===== src/rtl/filter_select_pkg.sv =====
// rtl/filter_select_pkg.sv - default filter indices and controller state encoding
package filter_select_pkg;

    localparam int COLOUR     = 0;
    localparam int BLUR       = 1;
    localparam int BRIGHTNESS = 2;
    localparam int EDGES      = 3;

    typedef enum logic [0:0] {
        IDLE    = 1'b0,
        PENDING = 1'b1
    } state_t;

endpackage


===== src/rtl/filter_select_ctrl_key_conditioner.sv =====
// rtl/filter_select_ctrl_key_conditioner.sv - synchroniser, debounce and press edge for one active-low key
module key_conditioner #(
    parameter int DELAY_COUNTS = 2500
) (
    input  logic clk,
    input  logic reset,
    input  logic key,
    output logic key_edge
);

    localparam int CW = (DELAY_COUNTS > 1) ? $clog2(DELAY_COUNTS) : 1;
    localparam logic [CW-1:0] LAST = CW'(DELAY_COUNTS - 1);

    logic          sync1;
    logic          sync2;
    logic          pressed;
    logic [CW-1:0] cnt;

    // cnt counts consecutive cycles where the synchronised level disagrees with pressed
    always_ff @(posedge clk) begin
        if (reset) begin
            sync1    <= 1'b0;
            sync2    <= 1'b0;
            pressed  <= 1'b0;
            cnt      <= '0;
            key_edge <= 1'b0;
        end else begin
            sync1    <= ~key;
            sync2    <= sync1;
            key_edge <= 1'b0;
            if (sync2 == pressed) begin
                cnt <= '0;
            end else if (cnt == LAST) begin
                cnt      <= '0;
                pressed  <= sync2;
                key_edge <= sync2;
            end else begin
                cnt <= cnt + 1'b1;
            end
        end
    end

endmodule


===== src/rtl/filter_select_ctrl.sv =====
// rtl/filter_select_ctrl.sv - key-driven filter/level selection committed on frame boundaries
module filter_select_ctrl
    import filter_select_pkg::*;
#(
    parameter int NUM_FILTERS  = 4,
    parameter int LEVEL_W      = 2,
    parameter int DELAY_COUNTS = 2500,
    parameter int SEL_W        = $clog2(NUM_FILTERS)
) (
    input  logic               clk,
    input  logic               reset,
    input  logic [NUM_FILTERS-1:0] key,
    input  logic               frame_start,
    output logic [SEL_W-1:0]   filter_type,
    output logic [LEVEL_W-1:0] filter_level,
    output logic               update,
    output logic               pending
);

    logic [NUM_FILTERS-1:0] key_edge;
    logic                   edge_valid;
    logic [SEL_W-1:0]       edge_idx;
    logic [SEL_W-1:0]       target;
    logic [SEL_W-1:0]       pend_sel;
    logic [LEVEL_W-1:0]     level_tab [NUM_FILTERS];
    state_t                 state;

    for (genvar i = 0; i < NUM_FILTERS; i++) begin : g_key
        key_conditioner #(
            .DELAY_COUNTS(DELAY_COUNTS)
        ) u_key (
            .clk     (clk),
            .reset   (reset),
            .key     (key[i]),
            .key_edge(key_edge[i])
        );
    end

    always_comb begin
        edge_valid = 1'b0;
        edge_idx   = '0;
        for (int i = NUM_FILTERS - 1; i >= 0; i--) begin
            if (key_edge[i]) begin
                edge_valid = 1'b1;
                edge_idx   = SEL_W'(i);
            end
        end
    end

    // A same-cycle commit makes pend_sel the new filter_type, so the target is pend_sel either way
    assign target  = (state == PENDING) ? pend_sel : filter_type;
    assign pending = (state == PENDING);

    always_ff @(posedge clk) begin
        if (reset) begin
            state        <= IDLE;
            pend_sel     <= '0;
            filter_type  <= '0;
            filter_level <= '0;
            update       <= 1'b0;
            for (int i = 0; i < NUM_FILTERS; i++) begin
                level_tab[i] <= '0;
            end
        end else begin
            update <= 1'b0;
            if (state == PENDING && frame_start) begin
                filter_type  <= pend_sel;
                filter_level <= level_tab[pend_sel];
                update       <= 1'b1;
                state        <= IDLE;
            end
            if (edge_valid) begin
                if (edge_idx == target) begin
                    level_tab[edge_idx] <= level_tab[edge_idx] + 1'b1;
                end else begin
                    pend_sel <= edge_idx;
                end
                state <= PENDING;
            end
        end
    end

endmodule


===== config.mk =====
export PLATFORM = sky130hd
export DESIGN_NAME = filter_select_ctrl
export DESIGN_NICKNAME = d
export VERILOG_FILES = /design/src/rtl/filter_select_pkg.sv /design/src/rtl/filter_select_ctrl_key_conditioner.sv /design/src/rtl/filter_select_ctrl.sv
export SDC_FILE = /design/constraint.sdc
export NUM_CORES = 1
export LEC_CHECK = 0
export CAP_MARGIN = 20
export CORE_MARGIN = 3
export CORE_UTILIZATION = 35
export DETAILED_ROUTE_END_ITERATION = 16
export GPL_ROUTABILITY_DRIVEN = 0
export PLACE_DENSITY_LB_ADDON = 0.05
export SLEW_MARGIN = 40
export SYNTH_ARGS = -nofsm -noshare
export SYNTH_HDL_FRONTEND = slang
export SYNTH_SLANG_ARGS = --single-unit

===== constraint.sdc =====
create_clock -name clk -period 5.2 [get_ports clk]
set_clock_uncertainty 0.2 [all_clocks]
set_input_delay 1.04 -clock clk [delete_from_list [all_inputs] [get_ports clk]]
set_output_delay 1.04 -clock clk [all_outputs]
set_load 0.02 [all_outputs]

==> summary.txt <==
Clock tree
  • CTS tree: yes
  • H-tree depth: 3
  • Sinks on Clock Net: 80
  • Post CTS Setup Buffer Count: 0
  • Root Buffer: clkbuf_8
  • Clock slew at reported path FFs: roughly 70 ps
  • Longest Clk Path Bufs: 2
  • # resized after CTS: 0
  • Inserted Clock Buffers: 9
  • Skew-Pair Late Insertion Delay: 330 ps
  • # hold bufs at CTS: 0

Finish
  • Layout cells sized above 1: 0.06101
  • Final Instance Area: between 3000 and 4000 sq um
  • Fin util: 0.4099
  • ANT cells: 0
  • Most common cell after layout, fill and taps aside: dfxtp_1
  • Layout Nets: approximately 380
  • Syn-to-layout area delta: 11.84%
  • Most frequent cells in the layout: 72 x dfxtp_1, 64 x nor2_1, 27 x nand2_1

Pwr
  • Tot Pwr: roughly 1100 uW
  • Maximum VDD drop: approximately 0.11 mV
  • PwrDens: 283.9 nW/um^2
  • Leakage power of the design: ~0.0014 uW

Route
  • Post-route DRC: 0
  • Initial DRC count: slightly above 50
  • DR WL/cell: roughly 12 um
  • 1st-pass router iterations: 4
  • Vias/cell: 4.796
  • Final WL: 5.910 mm
  • Via count: about 2400
  • Routed Antenna Nets: 0

Logic synthesis
  • Post-synthesis compound-gate area fraction: 0.05464
  • Gate Count Post-Synth: 360
  • Main combinational cell family by area after synthesis: simple AND/OR/NAND/NOR gates
  • Cell variety after synth: 43
  • Post-synthesis adder-cell area fraction: 0.01457
  • Post-synth net total: between 300 and 400
  • Flops & latches, synth: 80
  • Synth Warn #: 0
  • Seq/Total Area, Yosys: 0.4896
  • Simple-gate area share of the yosys netlist: 0.2656
  • Post-Syn Area: ~3400 sq um
  • Post-synth EDFFs: 8
  • Commonest register cell after synthesis: dfxtp_1
  • Mean post-synth cell area: between 9 and 10 sq um
  • Mux share of post-synthesis cell area: 0.04080
  • Async SR Flop Fraction: 0
  • Post-synthesis xor/xnor area fraction: 0.1148

Job
  • Max cap viols: 0

Timing
  • Worst slew pin tran: 504.0 ps
  • Final setup vio count: 0
  • Final number of hold-violating endpoints: 0
  • Relative slew slack: 0.6544
  • Period utilization: 0.5453
  • RSZ-0062 raised after global routing: false
  • Fmax achieved: between 300 and 400 MHz
  • Fin Hold WS: 237.2 ps
  • Min Tclk post-route: ~2800 ps
  • Max Slew Vio Count: 0
  • Post-route setup TNS: 0 ps

Floorplanning
  • Starting Density: 0.3665
  • Core area: 9371 sq um
  • Die height: between 100 and 150 um
  • Die Area: 11040 sq um
  • Die span in x: between 100 and 150 um
  • # rows: 35
  • Num ports: 13

Worst setup path
  • CP Max Fanout: 10
  • Crit-path cells: clkdlybuf4s50_1
  • Worst stage delay on the critical path: 690 ps
  • Critical Path Source Type: register
  • CP arrival: between 1500 and 2000 ps
  • Req. time, crit path: roughly 4000 ps
  • Slowest CP cell: clkdlybuf4s50_1
  • Critical path type: reg2out
  • CP top delay family: buffers and inverters
  • Crit. End Element: output pin
  • Crit path buf inv count: 1

Global routing
  • Largest net degree at the start of global routing: 36
  • Tot GR Track Use: 0.1166
  • Grt ovf: 0
  • Global-route wire length before repair: between 10 and 15 mm
  • Antenna violations before repair: 0
  • Vias in the first global route: around 2400

Placed design
  • Number of port buffers: 12
  • Dpl cell area: about 3700 sq um
  • DP Wirelength: ~4.1 mm

Run status
  • Outcome: finished, final reports clean

Worst hold path
  • Hold WC Path Type: reg2reg
## final timing paths
kind / start / end / slack, ps / depth (start not counted)
min: g_key[3].u_key.sync1 / g_key[3].u_key.sync2 / 240 / 1
max reg2reg: g_key[0].u_key.key_edge / level_tab[0][1] / 3030 / 4
max: pending / pending / 2360 / 1
min reg2reg: g_key[3].u_key.sync1 / g_key[3].u_key.sync2 / 240 / 1
## synth_stat cells (all sizes together) (2+ instances only)
cell type | instances | area [sq um]
a21oi | 6 | 30.03
a22oi | 3 | 22.52
a311o | 2 | 20.02
a31oi | 2 | 12.51
and2 | 2 | 12.51
and3 | 19 | 118.9
and4 | 4 | 35.03
buf | 5 | 35.03
clkbuf | 7 | 26.28
dfxtp | 72 | 1441
edfxtp | 8 | 240.2
ha | 4 | 50.05
inv | 2 | 7.510
mux2 | 2 | 22.52
mux2i | 6 | 72.57
mux4 | 2 | 45.04
nand2 | 27 | 101.4
nand2b | 3 | 18.77
nand3 | 24 | 120.1
nand4 | 4 | 25.02
nor2 | 65 | 246.5
nor2b | 11 | 68.82
nor3 | 6 | 30.03
nor4b | 12 | 105.1
o21ai | 5 | 25.02
o21bai | 2 | 26.28
xnor2 | 20 | 175.2
xor2 | 25 | 219.0
## through the flow
stage          setup slack (ps)  cells
2_1_floorplan              2981    360
6_report                   2364    506
3_5_place_dp               2486    490
3_3_place_gp               2491    490
4_1_cts                    2334    506
5_1_grt                    2277    506
## kinds of logic after synthesis
group                    count (synthesis)
buffers and inverters                   14
adder cells (fa/ha/maj)                  4
XOR/XNOR                                45
AO/OA/AOI/OAI                           26
AND/OR/NAND/NOR                        181
multiplexers                            10
flip-flops                              80
## power breakdown
part	switching (uW)	internal, uW	total [uW]	leakage, uW
Combinational	14.3	14.5	28.7	0.000609
Sequential	6.02	629	635	0.000658
Clock	209	218	426	0.0000922
Total	229	862	1090	0.00136
## state kept, by name, summed over array words and instances (netlist names), 4 cells and up
signal and count:
g_key.u_key.key_edge 4, g_key.u_key.cnt 48, g_key.u_key.sync1 4, g_key.u_key.pressed 4
level_tab 8, g_key.u_key.sync2 4
## per-layer routing
metal | global-route usage | up-vias | share of wire
li1 | - | 1266 | -
met1 | 0.1558 | 1135 | 0.52
met2 | 0.1806 | 24 | 0.45
met3 | 0.03521 | 2 | 0.028
met4 | 0.03655 | 0 | 0.0064
met5 | 0 | - | 0
## area by class of cell
cell class                      count  area [sq um]
Sequential cell                    80          1682
Clock inverter                      5         47.55
Tap cell                          129         161.4
Timing Repair Buffer               13         127.6
Fill cell                         956          5530
Multi-Input combinational cell    266          1684
Inverter                            2         7.507
Clock buffer                       11         131.4
Note: power is estimated with default switching activity, not from simulation.
